## src/rtl/shift_op_sequencer.sv

```systemverilog
`default_nettype none
// ============================================================================
// shift_op_sequencer : FIFO-queued command sequencer for an 8-bit shift register
// Revision 1.0
// ============================================================================
module shift_op_sequencer #(
  parameter int DEPTH = 4
) (
  input  logic       clk,
  input  logic       clrn,
  input  logic       cmd_valid,
  output logic       cmd_ready,
  input  logic [2:0] cmd_op,
  input  logic [2:0] cmd_cnt,
  input  logic [7:0] cmd_data,
  input  logic [7:0] sr_q,
  output logic [2:0] sr_key,
  output logic [7:0] sr_data,
  output logic       busy,
  output logic       done
);

  localparam int         c_AW       = (DEPTH > 1) ? $clog2(DEPTH) : 1;
  localparam logic [2:0] c_OP_CLEAR = 3'b000;
  localparam logic [2:0] c_OP_SET   = 3'b001;
  localparam logic [2:0] c_OP_SER   = 3'b101;

  typedef enum logic [1:0] {
    S_IDLE = 2'd0,
    S_EXEC = 2'd1,
    S_DONE = 2'd2
  } state_t;

  state_t        r_state;
  state_t        w_state_nxt;
  logic [13:0]   r_mem [DEPTH];
  logic [c_AW:0] r_wptr;
  logic [c_AW:0] r_rptr;
  logic [2:0]    r_cur_op;
  logic [7:0]    r_cur_data;
  logic [3:0]    r_cnt;
  logic          r_live;

  logic          w_full;
  logic          w_empty;
  logic          w_push;
  logic          w_pop;
  logic [13:0]   w_head;
  logic [2:0]    w_head_op;
  logic [2:0]    w_head_cnt;
  logic [7:0]    w_head_data;
  logic [3:0]    w_load_cnt;
  logic [2:0]    w_bit_idx;

  assign w_full      = (r_wptr[c_AW] != r_rptr[c_AW]) &&
                       (r_wptr[c_AW-1:0] == r_rptr[c_AW-1:0]);
  assign w_empty     = (r_wptr == r_rptr);
  // r_live holds outputs in their reset values until the first edge after clrn rises
  assign cmd_ready   = r_live && !w_full;
  assign w_push      = cmd_valid && cmd_ready;
  assign w_pop       = r_live && (r_state == S_IDLE) && !w_empty;
  assign w_head      = r_mem[r_rptr[c_AW-1:0]];
  assign w_head_op   = w_head[13:11];
  assign w_head_cnt  = w_head[10:8];
  assign w_head_data = w_head[7:0];
  // counter runs 8..1 during a serial load, so the bit index is 8 - count
  assign w_bit_idx   = 3'(4'd8 - r_cnt);

  always_comb begin
    w_load_cnt = (w_head_cnt == 3'd0) ? 4'd8 : {1'b0, w_head_cnt};
    if ((w_head_op == c_OP_CLEAR) || (w_head_op == c_OP_SET)) begin
      w_load_cnt = 4'd1;
    end else if (w_head_op == c_OP_SER) begin
      w_load_cnt = 4'd8;
    end
  end

  always_ff @(posedge clk) begin
    if (w_push) begin
      r_mem[r_wptr[c_AW-1:0]] <= {cmd_op, cmd_cnt, cmd_data};
    end
  end

  always_ff @(posedge clk or negedge clrn) begin
    if (!clrn) begin
      r_state    <= S_IDLE;
      r_wptr     <= '0;
      r_rptr     <= '0;
      r_cur_op   <= 3'b000;
      r_cur_data <= 8'h00;
      r_cnt      <= 4'd0;
      r_live     <= 1'b0;
    end else begin
      r_live  <= 1'b1;
      r_state <= w_state_nxt;
      if (w_push) begin
        r_wptr <= r_wptr + 1'b1;
      end
      if (w_pop) begin
        r_rptr     <= r_rptr + 1'b1;
        r_cur_op   <= w_head_op;
        r_cur_data <= w_head_data;
        r_cnt      <= w_load_cnt;
      end else if (r_state == S_EXEC) begin
        r_cnt <= r_cnt - 4'd1;
      end
    end
  end

  always_comb begin
    w_state_nxt = r_state;
    sr_key      = c_OP_SET;
    sr_data     = sr_q;
    busy        = 1'b0;
    done        = 1'b0;
    case (r_state)
      S_IDLE: begin
        if (w_pop) begin
          w_state_nxt = S_EXEC;
        end
      end
      S_EXEC: begin
        busy   = 1'b1;
        sr_key = r_cur_op;
        case (r_cur_op)
          c_OP_SET: sr_data = r_cur_data;
          c_OP_SER: sr_data = {7'b0, r_cur_data[w_bit_idx]};
          default:  sr_data = 8'h00;
        endcase
        if (r_cnt == 4'd1) begin
          w_state_nxt = S_DONE;
        end
      end
      S_DONE: begin
        busy        = 1'b1;
        done        = 1'b1;
        w_state_nxt = S_IDLE;
      end
      default: begin
        w_state_nxt = S_IDLE;
      end
    endcase
    // forcing key 000 during reset clears the datapath
    if (!r_live) begin
      sr_key  = c_OP_CLEAR;
      sr_data = 8'h00;
      busy    = 1'b0;
      done    = 1'b0;
    end
  end

endmodule
`default_nettype wire

```

## config.mk

```make
export PLATFORM = sky130hd
export DESIGN_NAME = shift_op_sequencer
export DESIGN_NICKNAME = d
export VERILOG_FILES = /design/src/rtl/shift_op_sequencer.sv
export SDC_FILE = /design/constraint.sdc
export NUM_CORES = 1
export LEC_CHECK = 0
export CORE_AREA = 4 4 86 88
export DETAILED_ROUTE_END_ITERATION = 8
export DIE_AREA = 0 0 90 92
export GPL_TIMING_DRIVEN = 0
export HOLD_SLACK_MARGIN = 0.05
export PLACE_DENSITY = 0.76
export SLEW_MARGIN = 20
export SYNTH_ARGS = -nofsm -noshare
export SYNTH_HDL_FRONTEND = slang
export SYNTH_SLANG_ARGS = --single-unit
```

## constraint.sdc

```tcl
create_clock -name clk -period 2.24 [get_ports clk]
set_clock_uncertainty 0.1 [all_clocks]
set_input_delay 0.224 -clock clk [delete_from_list [all_inputs] [get_ports clk]]
set_output_delay 0.224 -clock clk [all_outputs]
set_load 0.02 [all_outputs]
```

==> reports/qor.yml, run 1 <==
hpwl_mm: 4.01
fin_crit_sh_pct: 101
final_cell_area_um2: 4380
max_slew_margin_pct: 61.9
fin_crit_ns: 2.27
grt_pass1_vias: 1995
cts_tree: "done"
setup_viol: 1
port_buffers: 38
yosysTopAreaCell: "edfxtp_1"
routed_wirelength_mm: 6.24
violations: "negative setup slack"
rows: 30
die_y_um: 92
fillers: 481
placed_area_um2: 4030
reg2reg_depth: 5
rsz0062_at_grt: "true"
gp_congestion: 0.800
tightest_slew_ns: 0.572
clock_latency_ns: 0.35
antenna_found_initial: 0
vias: 1980
syn_area_um2: 3550
numCtsBuffers: 9
sw_frac_of_total_pct: 33.4
die_area_um2: 8280
crit_type: "flop to output port"
wl_met3_um: 241
layout_setup_ws_ns: -0.0323
final_hold_viol_count: 0
ant_nets: 0
synth.top_cell.area_share_pct: 47.4
critPathMaxStageDelay_ns: 0.49
synth_edf_count: 56
final_nets: 312
synth_cell_types: 34
pin_count: 39
syn_nets: 255
route.detailed.drc: 0
clkSlewWorstSetupHoldPaths_ns: 0.09
yosysWarningCount: 0
synth_flop_cell: "edfxtp_1"
cpMaxStageDelayCell: "mux4_2"
holdCritPathClass: "primary input to async pin"
syn_to_final_growth_pct: 23.4
crit_chain: "buf_6 > mux4_2 > mux2_2 > a41o_1 > buf_6"
drive_gt1_share_pct: 29.9
avgViaCountPerCell: 5.48
maxCapViolCount: 0
crit_top_cell: "buf_6"
cp_top_family: "multiplexers"
synthesis.instances: 219
max_freq_ghz: 0.440
finalPower_uw: 5810
die_x_um: 90
initial_utilization_pct: 53.4
seqPwrFrac_pct: 37.6
vdd_drop_max_v: 0.000564
async_flop_share_pct: 30.0
routed.top_layer: "met4"
clock_sinks: 80
p_int_uw: 3870
dp_slack_ns: -0.533
outcome: "complete, but fails checks"
clockBufferDepth: 2
clkPwrFrac_pct: 20.8
arrival_ns: 1.95
met2_length_mm: 3.11
met1_length_mm: 2.81
cp-start-kind: "flop"
yosys-top-cells-area: "edfxtp_1, dfrtp_1, mux4_2"
slew_viol_final: 0
p_comb_share_pct: 41.6
synth_most_common_cell: "edfxtp_1"
powerDensity_nw_per_um2: 1330
grt_util_all_layers_pct: 16.0
wire_per_inst_um: 17.3
p_leak_uw: 0.00169
p_sw_uw: 1940
syn_avg_cell_area_um2: 16.2
cp-end-kind: "output port"
grt_pass1_wl_mm: 10.1
overflow: 0
core_area_um2: 6640
worst-path-stages: 5
path_buf_inv: 2
antenna_cells: 0
synthTopCellsByCount: "edfxtp_1, dfrtp_1, a21oi_1"
drtPass1Iterations: 4
synth.ff_latch_count: 80
crit_fanout: 5
drt-initial-drc-count: 93
synth_seq_area_share_pct: 64.4
cts_root_buffer: "clkbuf_8"
cts_max_level: 3
worstPathRequired_ns: 1.92
grt_max_degree: 25
==> layer usage <==
layer | track usage (%) | vias up
li1 | - | 938
met1 | 20.4 | 994
met2 | 25.1 | 41
met3 | 6.07 | 7
met4 | 5.99 | 0
met5 | 0 | -
==> logic make-up after synthesis <==
group | synth area share [%]
other | 0.106
AOI/OAI and AO/OA | 4.62
adders and majority gates | 3.88
muxes | 15.6
DFF | 64.4
xor gates and xnor gates | 2.96
and+or+nand+nor | 5.54
buffers and inverters | 2.96
==> state kept, by name, indices dropped and copies added, names as in the netlist <==
| signal | count |
|---|---|
| r_live | 1 |
| r_mem | 56 |
| r_cnt | 4 |
| r_cur_op | 3 |
| r_rptr | 3 |
| r_wptr | 3 |
| r_state | 2 |
| r_cur_data | 8 |
==> stage by stage <==
step,setup TNS [ns],std cells,hold WS [ns],util [%]
finish,-0.0323,361,0.289,65.9
global route,-0.292,361,0.329,65.9
CTS,-0.125,356,0.359,64.7
detailed placement,-5.19,337,0.424,60.6
global placement,-3.93,337,0.416,60.6
floorplan,0,219,-0.172,-
==> power by group through the flow <==
stage	Sequential, µW	Clock (µW)	Combinational, µW
5_1_grt	2230	1320	2610
4_1_cts	2170	1240	2330
3_5_place_dp	2210	0	2210
6_report	2190	1210	2420
3_3_place_gp	2190	0	2190
2_1_floorplan	2130	0	1700
==> cell usage in the layout (no fill, tap or decap), drive strengths merged, types with 11 or more instances in the layout <==
cell,Yosys,routed
a21oi,14,14
buf,7,25
clkdlybuf4s50,0,25
nor2,11,11
dfrtp,24,24
mux2,14,14
ha,11,11
mux4,16,16
edfxtp,56,56
inv,9,14
==> cell type report <==
| type | instances | area, µm² | share of cell area [%] |
|---|---|---|---|
| well taps | 80 | 100 | 2.29 |
| flip-flops and latches | 80 | 2280 | 52.2 |
| repair buffers | 47 | 439 | 10.0 |
| clock buffers | 9 | 124 | 2.83 |
| clock inverters | 7 | 106 | 2.43 |
| multi-input cells | 119 | 1210 | 27.8 |
| inverters | 10 | 37.5 | 0.858 |
| plain buffers | 9 | 71.3 | 1.63 |
==> worst reg2reg max path, stage by stage (launching register included) <==
cell	delay [ns]
dfrtp_1	0.36
buf_2	0.21
buf_1	0.48
mux4_2	0.46
a21oi_1	0.22
o22ai_1	0.13
==> final timing paths <==
path | from | slack [ns] | endpoint
worst max-delay path | r_cnt[0]$_DFFE_PN0P_ | -0.03 | sr_data[0]
worst min-delay path | clrn | 0.29 | r_state[1]$_DFFE_PN0P_
min in group clk | cmd_data[2] | 0.40 | r_mem[3][2]$_DFFE_PP_
worst max register to register | r_rptr[1]$_DFFE_PN0P_ | 0.17 | r_cnt[1]$_DFFE_PN0P_
max in group asynchronous | clrn | 1.37 | r_cnt[0]$_DFFE_PN0P_
worst min register to register | r_rptr[2]$_DFFE_PN0P_ | 0.44 | r_rptr[2]$_DFFE_PN0P_
==> what timing repair did <==
action,4_1_cts,5_1_grt
buffers inserted,4,4
hold buffers,0,1
resized for setup,52,18
endpoints found under the setup margin,69,11
hold endpoints to repair,0,24
pin swaps,0,9
No activity file was read; power rests on OpenSTA's default activity.
==> run 2: changes to the inputs <==
Settings changed: CORE_AREA 4 4 86 88 to 4 4 85 87, DIE_AREA 0 0 90 92 to 0 0 89 91, PLACE_DENSITY 0.76 to 0.78.
==> run 2 against run 1 <==
Net effect:
- the flow still finishes with violations (negative setup slack)
- via count decreased by 0.35%
- routed wire length increased by 0.90%
- first-iteration DRC count increased by 24%
- clock power decreased by 7%
- count of clock-buffer cells in the layout increased by 2
- global-route usage increased by 0.72 points
- design area decreased by 0.97%
- cell count decreased by 1.4%
- setup slack got worse by 0.021 ns
- worst hold slack improved by 0.0099 ns
- largest cell class unchanged
==> reports/qor.yml, run 2 (synthesized netlist as in run 1, its figures left out) <==
cts_tree: "done"
port_buffers: 38  # unchanged
wire_per_inst_um: 17.7  # +2.3%
maxCapViolCount: 0  # unchanged
clock_sinks: 80  # unchanged
p_leak_uw: 0.00166  # -1.4%
crit_fanout: 3  # -2
antenna_found_initial: 0  # unchanged
numCtsBuffers: 9  # unchanged
max_slew_margin_pct: 61.3  # -0.55 points
syn_to_final_growth_pct: 22.2
violations: "negative setup slack"
final_cell_mix: "edfxtp_1, clkdlybuf4s50_1, dfrtp_1, a21oi_1, mux4_2"
holdWs_ns: 0.299  # +0.00989 ns
grt_util_all_layers_pct: 16.7  # +0.72 points
core_area_um2: 6350  # -4.4%
avgViaCountPerCell: 5.54  # +1.0%
critPathMaxStageDelay_ns: 0.38  # -0.11 ns
final_cell_area_um2: 4330  # -0.97%
final_hold_viol_count: 0  # unchanged
r2r-start: "r_rptr[1]$_DFFE_PN0P_"
powerDensity_nw_per_um2: 1320  # -0.63%
worstPathRequired_ns: 1.92  # about the same
cts_root_buffer: "clkbuf_8"
cp-start-kind: "flop"
cp_top_family: "multiplexers"
overflow: 0  # unchanged
setup_viol: 1  # unchanged
drtPass1Iterations: 5  # +1
max_freq_ghz: 0.436  # -0.92%
ant_nets: 0  # unchanged
grt_max_degree: 25  # unchanged
layout_commonest_cell: "edfxtp_1"
antenna_cells: 0  # unchanged
final_core_util_pct: 68.3  # +2.4 points
vias: 1973  # -0.35%
cts_max_level: 3  # unchanged
gp_congestion: 0.834  # +4.2%
route.detailed.drc: 0  # unchanged
initial_utilization_pct: 55.8  # +2.5 points
drive_gt1_share_pct: 26.9  # -3.0 points
hpwl_mm: 4.29  # +7.0%
worst_r2r_endpoint: "r_cnt[1]$_DFFE_PN0P_"
cpMaxStageDelayCell: "dfrtp_1"
layout_setup_ws_ns: -0.0535  # -0.0212 ns
slew_viol_final: 0  # unchanged
rrSetupSlack_ns: 0.16  # about the same
crit_chain: "inv_2 > ha_4 > mux4_2 > mux2_2 > a41o_1 > buf_6"
fin_tns_setup_ns: -0.0535  # -0.0212 ns
grt_pass1_vias: 2008  # +0.65%
tightest_slew_ns: 0.580  # +0.00830 ns
clkSlewWorstSetupHoldPaths_ns: 0.08  # about the same
drt-initial-drc-count: 115  # +24%
cp-end-kind: "output port"
largest_reg_flops: 56  # unchanged
final_nets: 310  # -0.64%
clockBufferDepth: 2  # unchanged
placed_area_um2: 4020  # about the same
reg2reg_depth: 5  # unchanged
rows: 29  # -3.3%
routed_wirelength_mm: 6.29  # +0.90%
crit_type: "flop to output port"
clock_latency_ns: 0.34  # about the same
path_buf_inv: 2  # unchanged
vdd_drop_max_v: 0.000746  # +32%
die_y_um: 91  # -1.1%
arrival_ns: 1.97  # +0.02 ns
fin_crit_sh_pct: 102  # +0.95 points
die_area_um2: 8100  # -2.2%
rsz0062_at_grt: "true"
grt_pass1_wl_mm: 10.1  # -0.34%
fin_crit_ns: 2.29  # +0.0212 ns
die_x_um: 89  # -1.1%
holdCritPathClass: "primary input to async pin"
outcome: "complete, but fails checks"
pin_count: 39  # unchanged
run 2: worst max-delay path by stage:
stage	from	endpoint	slack (ns)	cells past startpoint
floorplan	r_rptr[1]$_DFFE_PN0P_	r_mem[3][0]$_DFFE_PP_	0.17	4
global placement	r_state[1]$_DFFE_PN0P_	sr_data[0]	-0.53	9
detailed placement	r_state[1]$_DFFE_PN0P_	sr_data[0]	-0.58	9
CTS	r_cnt[1]$_DFFE_PN0P_	sr_data[0]	-0.15	6
global route	r_cnt[1]$_DFFE_PN0P_	sr_data[0]	-0.14	6
finish	r_cnt[1]$_DFFE_PN0P_	sr_data[0]	-0.05	6
run 2: timing repair:
action,in CTS,in global routing
setup endpoints to repair,69,10
hold endpoints to repair,0,24
pin swaps,0,2
gates resized for setup,49,7
hold buffers,0,1
setup buffers,2,4
run 2: where the power goes:
part | leakage, µW | internal [µW] | switching, µW
Combinational | 0.000767 | 1270 | 1140
Clock | 0.000104 | 629 | 499
Sequential | 0.000794 | 1940 | 240
Total | 0.00166 | 3840 | 1880
run 2: final cells by class:
type	instances	area, µm²
inverters	10	37.5
flip-flops and latches	80	2280
well taps	77	96.3
plain buffers	9	71.3
clock buffers	11	131
clock inverters	5	81.3
repair buffers	45	422
fillers	452	2020
multi-input cells	119	1210
run 2: per-stage QoR:
stage          power (µW)  instances  worst slack, ns
2_1_floorplan        3830        219            0.172
3_3_place_gp         4380        334           -0.526
3_5_place_dp         4460        334           -0.578
4_1_cts              5690        351           -0.150
5_1_grt              6080        356           -0.140
6_report             5720        356          -0.0535
run 2: per-layer routing:
layer	global-route usage, %	vias up	part of all wire [%]
met5	0	-	0
met4	8.44	0	2.1
met3	3.35	12	4.3
met2	26.7	44	51
met1	21.6	989	43
li1	-	928	-
